## src/rtl/gpr_wb_arbiter_pkg.sv

```systemverilog
// Shared types for the GPR write-back arbiter.
// State encoding and starve counter width.
package gpr_wb_arbiter_pkg;

  typedef enum logic [1:0] {
    IDLE,
    HOLD,
    FORCE
  } wb_arb_state_t;

  localparam int STARVE_W = 4;

endpackage

```

## src/rtl/gpr_wb_arbiter_if.sv

```systemverilog
// Write-back port bundle: pipeline and long-latency sources in,
// GPR write port and pending-rd hazard info out.
interface gpr_wb_arbiter_if #(
  parameter int XLEN = 64
);
  logic            pipe_valid;
  logic            pipe_ready;
  logic            pipe_wen;
  logic [4:0]      pipe_rd;
  logic [XLEN-1:0] pipe_data;
  logic            lu_valid;
  logic            lu_ready;
  logic [4:0]      lu_rd;
  logic [XLEN-1:0] lu_data;
  logic            gpr_wen;
  logic [4:0]      gpr_rd;
  logic [XLEN-1:0] gpr_data;
  logic            pend_valid;
  logic [4:0]      pend_rd;

  modport master (
    output pipe_valid, pipe_wen, pipe_rd, pipe_data,
    output lu_valid, lu_rd, lu_data,
    input  pipe_ready, lu_ready,
    input  gpr_wen, gpr_rd, gpr_data,
    input  pend_valid, pend_rd
  );

  modport slave (
    input  pipe_valid, pipe_wen, pipe_rd, pipe_data,
    input  lu_valid, lu_rd, lu_data,
    output pipe_ready, lu_ready,
    output gpr_wen, gpr_rd, gpr_data,
    output pend_valid, pend_rd
  );
endinterface

```

## src/rtl/gpr_wb_arbiter_hold_buf.sv

```systemverilog
// One-entry holding register for a long-latency result.
// Push wins over pop so a drain and a new accept can share an edge.
module wb_hold_buf #(
  parameter int XLEN = 64
) (
  input  logic            clk,
  input  logic            rst,
  input  logic            i_push,
  input  logic            i_pop,
  input  logic [4:0]      i_rd,
  input  logic [XLEN-1:0] i_data,
  output logic            o_valid,
  output logic [4:0]      o_rd,
  output logic [XLEN-1:0] o_data
);

  logic            r_valid;
  logic [4:0]      r_rd;
  logic [XLEN-1:0] r_data;

  always_ff @(posedge clk or posedge rst) begin
    if (rst) begin
      r_valid <= 1'b0;
      r_rd    <= '0;
      r_data  <= '0;
    end else if (i_push) begin
      r_valid <= 1'b1;
      r_rd    <= i_rd;
      r_data  <= i_data;
    end else if (i_pop) begin
      r_valid <= 1'b0;
      r_rd    <= '0;
      r_data  <= '0;
    end
  end

  assign o_valid = r_valid;
  assign o_rd    = r_rd;
  assign o_data  = r_data;

endmodule

```

## src/rtl/gpr_wb_arbiter.sv

```systemverilog
// GPR write-port arbiter: pipeline first, long-latency result
// buffered and drained on idle port cycles or after starvation.
module gpr_wb_arbiter
  import gpr_wb_arbiter_pkg::*;
#(
  parameter int STARVE_MAX = 4,
  parameter int XLEN       = 64
) (
  input  logic             clk,
  input  logic             rst,
  gpr_wb_arbiter_if.slave  bus
);

  wb_arb_state_t       r_state;
  logic [STARVE_W-1:0] r_cnt;

  logic            w_pend_valid;
  logic [4:0]      w_pend_rd;
  logic [XLEN-1:0] w_pend_data;
  logic            w_pipe_w;
  logic            w_drain;
  logic            w_lu_ready;
  logic            w_push;

  localparam logic [STARVE_W-1:0] CntLast =
    STARVE_W'(STARVE_MAX - 1);

  // Only a real rd write (non-x0) competes for the port.
  assign w_pipe_w = bus.pipe_valid && bus.pipe_wen
                 && (bus.pipe_rd != 5'd0);
  assign w_drain  = (r_state == FORCE)
                 || ((r_state == HOLD) && !w_pipe_w);
  assign w_lu_ready = !w_pend_valid || w_drain;
  assign w_push     = bus.lu_valid && w_lu_ready
                   && (bus.lu_rd != 5'd0);

  assign bus.pipe_ready = (r_state != FORCE);
  assign bus.lu_ready   = w_lu_ready;
  assign bus.pend_valid = w_pend_valid;
  assign bus.pend_rd    = w_pend_rd;

  wb_hold_buf #(
    .XLEN(XLEN)
  ) u_hold_buf (
    .clk    (clk),
    .rst    (rst),
    .i_push (w_push),
    .i_pop  (w_drain),
    .i_rd   (bus.lu_rd),
    .i_data (bus.lu_data),
    .o_valid(w_pend_valid),
    .o_rd   (w_pend_rd),
    .o_data (w_pend_data)
  );

  always_ff @(posedge clk or posedge rst) begin
    if (rst) begin
      r_state <= IDLE;
      r_cnt   <= '0;
    end else begin
      case (r_state)
        IDLE: begin
          r_cnt <= '0;
          if (w_push) r_state <= HOLD;
        end
        HOLD: begin
          if (w_drain) begin
            r_cnt   <= '0;
            r_state <= w_push ? HOLD : IDLE;
          end else if (r_cnt == CntLast) begin
            r_cnt   <= '0;
            r_state <= FORCE;
          end else begin
            r_cnt <= r_cnt + STARVE_W'(1);
          end
        end
        FORCE: begin
          r_cnt   <= '0;
          r_state <= w_push ? HOLD : IDLE;
        end
        default: begin
          r_cnt   <= '0;
          r_state <= IDLE;
        end
      endcase
    end
  end

  always_comb begin
    bus.gpr_wen  = 1'b0;
    bus.gpr_rd   = '0;
    bus.gpr_data = '0;
    if (w_drain) begin
      bus.gpr_wen  = 1'b1;
      bus.gpr_rd   = w_pend_rd;
      bus.gpr_data = w_pend_data;
    end else if (w_pipe_w && bus.pipe_ready) begin
      bus.gpr_wen  = 1'b1;
      bus.gpr_rd   = bus.pipe_rd;
      bus.gpr_data = bus.pipe_data;
    end
  end

endmodule
```

## src/flat_wrapper.sv

```systemverilog
// flat-port wrapper written by rule: the top's interface ports become plain ports
module gpr_wb_arbiter_flat import gpr_wb_arbiter_pkg::*;
#(
  parameter int STARVE_MAX = 4,
  parameter int XLEN       = 64
)
  (clk, rst, bus_pipe_valid, bus_pipe_wen, bus_pipe_rd, bus_pipe_data, bus_lu_valid, bus_lu_rd, bus_lu_data, bus_pipe_ready, bus_lu_ready, bus_gpr_wen, bus_gpr_rd, bus_gpr_data, bus_pend_valid, bus_pend_rd);
  gpr_wb_arbiter_if #(.XLEN(XLEN)) bus_i ();
  input  logic clk;
  input  logic rst;
  input wire logic [$bits(bus_i.pipe_valid)-1:0] bus_pipe_valid;
  input wire logic [$bits(bus_i.pipe_wen)-1:0] bus_pipe_wen;
  input wire logic [$bits(bus_i.pipe_rd)-1:0] bus_pipe_rd;
  input wire logic [$bits(bus_i.pipe_data)-1:0] bus_pipe_data;
  input wire logic [$bits(bus_i.lu_valid)-1:0] bus_lu_valid;
  input wire logic [$bits(bus_i.lu_rd)-1:0] bus_lu_rd;
  input wire logic [$bits(bus_i.lu_data)-1:0] bus_lu_data;
  output wire logic [$bits(bus_i.pipe_ready)-1:0] bus_pipe_ready;
  output wire logic [$bits(bus_i.lu_ready)-1:0] bus_lu_ready;
  output wire logic [$bits(bus_i.gpr_wen)-1:0] bus_gpr_wen;
  output wire logic [$bits(bus_i.gpr_rd)-1:0] bus_gpr_rd;
  output wire logic [$bits(bus_i.gpr_data)-1:0] bus_gpr_data;
  output wire logic [$bits(bus_i.pend_valid)-1:0] bus_pend_valid;
  output wire logic [$bits(bus_i.pend_rd)-1:0] bus_pend_rd;
  assign bus_i.pipe_valid = bus_pipe_valid;
  assign bus_i.pipe_wen = bus_pipe_wen;
  assign bus_i.pipe_rd = bus_pipe_rd;
  assign bus_i.pipe_data = bus_pipe_data;
  assign bus_i.lu_valid = bus_lu_valid;
  assign bus_i.lu_rd = bus_lu_rd;
  assign bus_i.lu_data = bus_lu_data;
  assign bus_pipe_ready = bus_i.pipe_ready;
  assign bus_lu_ready = bus_i.lu_ready;
  assign bus_gpr_wen = bus_i.gpr_wen;
  assign bus_gpr_rd = bus_i.gpr_rd;
  assign bus_gpr_data = bus_i.gpr_data;
  assign bus_pend_valid = bus_i.pend_valid;
  assign bus_pend_rd = bus_i.pend_rd;
  gpr_wb_arbiter #(.STARVE_MAX(STARVE_MAX), .XLEN(XLEN)) u_core (.clk(clk), .rst(rst), .bus(bus_i));
endmodule
```

## config.mk

```make
export PLATFORM = sky130hd
export DESIGN_NAME = gpr_wb_arbiter_flat
export DESIGN_NICKNAME = d
export VERILOG_FILES = /design/src/rtl/gpr_wb_arbiter_pkg.sv /design/src/rtl/gpr_wb_arbiter_if.sv /design/src/rtl/gpr_wb_arbiter_hold_buf.sv /design/src/rtl/gpr_wb_arbiter.sv /design/src/flat_wrapper.sv
export SDC_FILE = /design/constraint.sdc
export NUM_CORES = 1
export LEC_CHECK = 0
export BUFFER_PORTS_ARGS = -buffer_cell sky130_fd_sc_hd__buf_2
export CAP_MARGIN = 25
export CORE_UTILIZATION = 48
export DETAILED_ROUTE_END_ITERATION = 6
export PLACE_DENSITY = 0.82
export REMOVE_ABC_BUFFERS = 1
export SLEW_MARGIN = 20
export SYNTH_ARGS = -nofsm -noshare
export SYNTH_HDL_FRONTEND = slang
export SYNTH_HIERARCHICAL = 1
export SYNTH_SLANG_ARGS = --single-unit
```

## constraint.sdc

```tcl
create_clock -name clk -period 2.41 [get_ports clk]
set_input_delay 0.241 -clock clk [delete_from_list [all_inputs] [get_ports clk]]
set_output_delay 0.241 -clock clk [all_outputs]
set_load 0.1 [all_outputs]
```

# Word level (Yosys, flattened, before mapping)
# Cells that the tools add are included.
# totals
regBits	76
inputBits	143
output_inout_bits	78
# op_classes
add_sub_neg	1
eq_ne	6
muxes	20
n_reduce_logical	15
# ops
operator	count
$mux 64	4
$mux 5	4
$mux 4	3
$reduce_bool 5->1	2
$logic_and 1x1->1	6
$mux 2	3
$pmux 2 s3	1
$mux 1	5
$add 4x1->4 const B	1
$eq 4x2->1 const B	1
$ne 3x2->1 const B	1
$eq 2x1->1 const B	1
$eq 2x2->1 const B	1
$logic_not 1->1	2
$logic_not 2->1	1
$logic_or 1x1->1	2
$ne 2x1->1 const B	1
$ne 2x2->1 const B	1
$reduce_and 2->1	1
$reduce_bool 2->1	1

# Logic depth before layout (Yosys ltp)
# depth
depth_word	11
ltp_mapped	9
ltp_nobuf	6

# Cells and area by module
# Netlist, hierarchy kept.
# modules_own_cells
module	n_inst	cells_each	area_per_inst_um2	seq_area_each_um2
wb_hold_buf	1	234	2761.4	1751.7
gpr_wb_arbiter	1	345	1984.4	150.1

# Least setup slack after synthesis
# Ideal clock, no wire load.
# synth_timing
path_type	reg2out
from	reg u_core.r_state[1]
to	out bus_gpr_data[13]
t_arrival_ns	1.843
required_ns	2.169
slack_ns	0.326
path_stages_with_launch	7
cell_sequence	dfrtp_1 nor3_1 a22o_2 buf_6 buf_6 nand3_1 nand3_1
# synth_between
elab_chain_cells	4
elab_cells_between_ends	8
cone_classes	eq/ne: 3; mux: 2; reduce/logical: 3
# synth_rtl
item	line	source
from (decl)	gpr_wb_arbiter.sv:14	wb_arb_state_t r_state;
from (signal assigned)	gpr_wb_arbiter.sv:69	r_state <= w_push ? HOLD : IDLE;
from (signal assigned)	gpr_wb_arbiter.sv:79	r_state <= w_push ? HOLD : IDLE;
$ne 2x2->1 / $eq 2x1->1 (equally long branches)	gpr_wb_arbiter.sv:37, gpr_wb_arbiter.sv:32	
$logic_and 1x1->1, on equally long branches	gpr_wb_arbiter.sv:97, gpr_wb_arbiter.sv:32	
$mux 64 / $logic_or 1x1->1 (equally long branches)	gpr_wb_arbiter.sv:97, gpr_wb_arbiter.sv:32	
$mux 64 *	gpr_wb_arbiter.sv:93	if (w_drain) begin
to (decl)	flat_wrapper.sv:22	output wire logic [$bits(bus_i.gpr_data)-1:0] bus_gpr_data;
# Every way passes the cells marked *; elsewhere a longest branch is shown, timed or not.

# Worst setup path in the final report
# layout_timing
from	reg u_core.r_state[1]
to	out bus_gpr_rd[3]
# layout_between
elab_chain_cells	4
elab_cells_between_ends	8
cone_classes	eq/ne: 3; mux: 2; reduce/logical: 3
# layout_rtl
item	line	source
$eq 2x1->1	gpr_wb_arbiter.sv:32	|| ((r_state == HOLD) && !w_pipe_w);
$logic_and 1x1->1	gpr_wb_arbiter.sv:32	
$logic_or 1x1->1 *	gpr_wb_arbiter.sv:32	
net u_core.w_drain	gpr_wb_arbiter.sv:21	logic w_drain;
$mux 5 *	gpr_wb_arbiter.sv:93	
to (decl)	flat_wrapper.sv:21	output wire logic [$bits(bus_i.gpr_rd)-1:0] bus_gpr_rd;
# Mark *: on every way through the listed nets, which the timed path passes. The rest lies on a longest branch.

==> flow_metrics.env <==
export IMPL_final_cell_mix="149 x buf_2, 130 x nand3_1, 104 x nand2_1"
export IMPL_final_max_slew_viol_count=0
export IMPL_clock_path_buffers=2
export IMPL_antenna_left=0
export IMPL_io_buffer_count=220
export IMPL_worstMarginPinSlew_ps=884.8
export IMPL_fp_dieH_um=101.4
export IMPL_path_cells="inv_2 > a22o_2 > a21oi_2 > inv_2 > a22o_1 > buf_12"
export IMPL_dp_cells=878
export IMPL_htreeDepth=3
export IMPL_dieArea_um2=10290
export IMPL_clk_pin_slew_ps=80
export IMPL_startpoint_type="flop"
export IMPL_synthArstFlopShare_pct=100.0
export IMPL_use_met2_pct=50.50
export IMPL_io_pins=221
export IMPL_multiInputGateArea_um2=2467
export IMPL_layout_cells_non_filler=895
export IMPL_first_global_vias=4876
export IMPL_holdPathEnd="u_core/u_hold_buf/o_data[59]$_DFFE_PP0P_"
export IMPL_slowest_stage="dfrtp_1"
export IMPL_timing_setup_tns_ps=0
export IMPL_drt_vias_per_instance=5.648
export IMPL_grt_max_degree=69
export IMPL_routedWlPerCell_um=15.96
export IMPL_drc=0
export IMPL_peakVddDrop_v=0.0006843
export IMPL_nets=905
export IMPL_clk_insertion_delay_late_ps=330
export IMPL_wirelength_mm=14.28
export IMPL_power_switching_uw=4348
export IMPL_fin_skew_ps=8.871
export IMPL_path_buf_inv=3
export IMPL_cts_root_buf="clkbuf_8"
export IMPL_setup_viol=0
export IMPL_crit_fanout=19
export IMPL_p_clk_share_pct=11.8
export IMPL_critPathKind="reg -> out"
export IMPL_slowest_delay_ps=410
export IMPL_layout_min_cycle_time_ps=2338
export IMPL_first_iter_violations=242
export IMPL_worst_r2r_startpoint="u_core/r_state[1]$_DFFE_PP0P_"
export IMPL_synth_warnings=6
export IMPL_pwr_share_comb_pct=60.1
export IMPL_track_usage_pct=28.39
export IMPL_reg2reg_setup_slack_ps=90
export IMPL_row_count=35
export IMPL_drtPass1Iterations=5
export IMPL_antenna_found_initial=1
export IMPL_globalplace_congestion=0.8698
export IMPL_diodes=0
export IMPL_p_seq_share_pct=28.2
export IMPL_cts_sinks=76
export IMPL_fmax_mhz=427.6
export IMPL_grt_pass1_wl_mm=22.98
export IMPL_slew_headroom_pct=40.88
export IMPL_synth_cell_types=32
export IMPL_syn_area_per_cell_um2=8.197
export IMPL_reg2regPathDepth=7
export IMPL_final_core_util_pct=75.31
export IMPL_chipWidth_um=101.4
export IMPL_status="finished clean"
export IMPL_fillers=682
export IMPL_r2r_end="u_core/u_hold_buf/o_data[61]$_DFFE_PP0P_"
export IMPL_powerDensity_nw_per_um2=1182
export IMPL_hold_path_class="in -> reg"
export IMPL_post_route_period_util_pct=97.03
export IMPL_cp_num_cells=6
export IMPL_seq_area_um2=1906
export IMPL_dp_hpwl_mm=10.28
export IMPL_syn_inst=579
export IMPL_final_common_cell="buf_2"
export IMPL_synth_seq_cells=76
export IMPL_cts_buffers=9
export IMPL_synth_edf_count=0
export IMPL_tritoncts="done"
export IMPL_syn_area_um2=4746
export IMPL_crit_required_ps=2170
export IMPL_critical_path_arrival_ps=2100
export IMPL_drv_cap=0
export IMPL_hold_depth=3
export IMPL_power_internal_uw=4034
export IMPL_gr_usage_met3_pct=5.038
export IMPL_initial_core_util_pct=50.41
export IMPL_dpl_worst_slack_ps=74.67
export IMPL_layout_drive_gt1_share_pct=33.81
export IMPL_yosysSeqAreaShare_pct=40.07
export IMPL_vias=5055
export IMPL_busiest_layer="met2"
export IMPL_finalHoldViolCount=0
export IMPL_coreArea_um2=9415
export IMPL_endpoint_kind="primary output"
export IMPL_leakagePower_uw=0.003242
export IMPL_grt_setup_unrepaired="true"
export IMPL_cpMostUsedCell="inv_2"
export IMPL_synth_flop_cell="dfrtp_1"
export IMPL_hp_start="bus_lu_data[59]"
export IMPL_crit_family="compound AO/OA/AOI/OAI gates"
export IMPL_setup_ws_ps=71.62
export IMPL_netSwitchingFraction_pct=51.87
export IMPL_grt_overflow=0
export IMPL_use_met1_pct=34.46
export IMPL_area_growth_pct=49.41
==> synthesized netlist by cell type (3+ instances only) <==
cell type | count | area [µm²]
a21oi_1 | 3 | 15.01
a22o_1 | 38 | 332.8
buf_1 | 6 | 22.52
buf_2 | 8 | 40.04
buf_4 | 6 | 45.04
buf_6 | 14 | 157.7
clkbuf_1 | 26 | 97.59
dfrtp_1 | 76 | 1902
inv_1 | 4 | 15.01
nand2_1 | 104 | 390.4
nand2b_1 | 36 | 225.2
nand3_1 | 130 | 650.6
nor2_1 | 7 | 26.28
o211ai_1 | 64 | 480.5
o21ai_0 | 12 | 60.06
o21ai_1 | 26 | 130.1
==> cell families after synthesis <==
kind of cell,Yosys count,synth area share (%)
simple gates,285,28.76
xor+xnor,2,0.3692
fa+ha+maj,1,0.2636
buf+inv,68,8.331
compound gates,147,22.20
flops,76,40.07
==> state kept, by name, indices dropped and copies added (netlist names) <==
name and flops:
u_core/r_cnt 4, u_core/r_state 2, u_core/u_hold_buf/o_data 64, u_core/u_hold_buf/o_rd 5
u_core/u_hold_buf/o_valid 1
==> metrics by stage <==
step	hold WS [ps]	total power (µW)	cell area (µm²)
floorplan	31.96	5621	4373
global placement	169.0	7236	6852
detailed placement	185.3	7406	6852
CTS	105.7	8418	7079
global route	117.3	8772	7091
finish	124.9	8382	7091
==> routing by layer <==
layer / vias to the layer above / share of wire, %
li1: 2434 / -
met1: 2373 / 39
met2: 222 / 53
met3: 24 / 6.5
met4: 2 / 2.0
met5: - / 0.091
==> power by group through the flow <==
stage                     Sequential (µW)  Clock (µW)  Combinational (µW)
final                                2360         988                5030
after detailed placement             2350           0                5050
after floorplan                      2700           0                2920
after CTS                            2340        1020                5060
after global placement               2330           0                4910
after global routing                 2420        1060                5290
==> repair_timing <==
action	in CTS	in global routing
setup buffers	0	0
endpoints found under the hold margin	6	0
endpoints found under the setup margin	69	66
pin swaps	0	3
gates resized for setup	2	5
hold buffers	1	0
==> area by class of cell <==
type / instances / area share (%)
multi-input cells: 435 / 34.80
inverters: 6 / 0.3176
repair buffers: 233 / 32.77
clock buffers: 11 / 2.135
flip-flops and latches: 76 / 26.87
clock inverters: 5 / 0.8294
well taps: 129 / 2.276
==> worst max path at each step <==
stage | from | endpoint | slack (ps)
2_1_floorplan | u_core/r_state[0]$_DFFE_PP0P_ | u_core/u_hold_buf/o_data[0]$_DFFE_PP0P_ | -4710
3_3_place_gp | bus_pipe_rd[0] | u_core/u_hold_buf/o_data[56]$_DFFE_PP0P_ | 180
3_5_place_dp | bus_pipe_rd[0] | u_core/u_hold_buf/o_data[55]$_DFFE_PP0P_ | 70
4_1_cts | u_core/r_state[0]$_DFFE_PP0P_ | bus_gpr_rd[2] | 10
5_1_grt | u_core/r_state[1]$_DFFE_PP0P_ | bus_gpr_rd[3] | -30
6_report | u_core/r_state[1]$_DFFE_PP0P_ | bus_gpr_rd[3] | 70
==> worst register-to-register path, cell delays in order, from the launching register on <==
cell and delay, ps:
dfrtp_1 430, nor3_1 210, a22o_2 210, a21oi_2 110
a21oi_4 720, buf_12 300, nand2b_1 130, o21ai_0 80
Note: power is estimated with default switching activity, not from simulation.
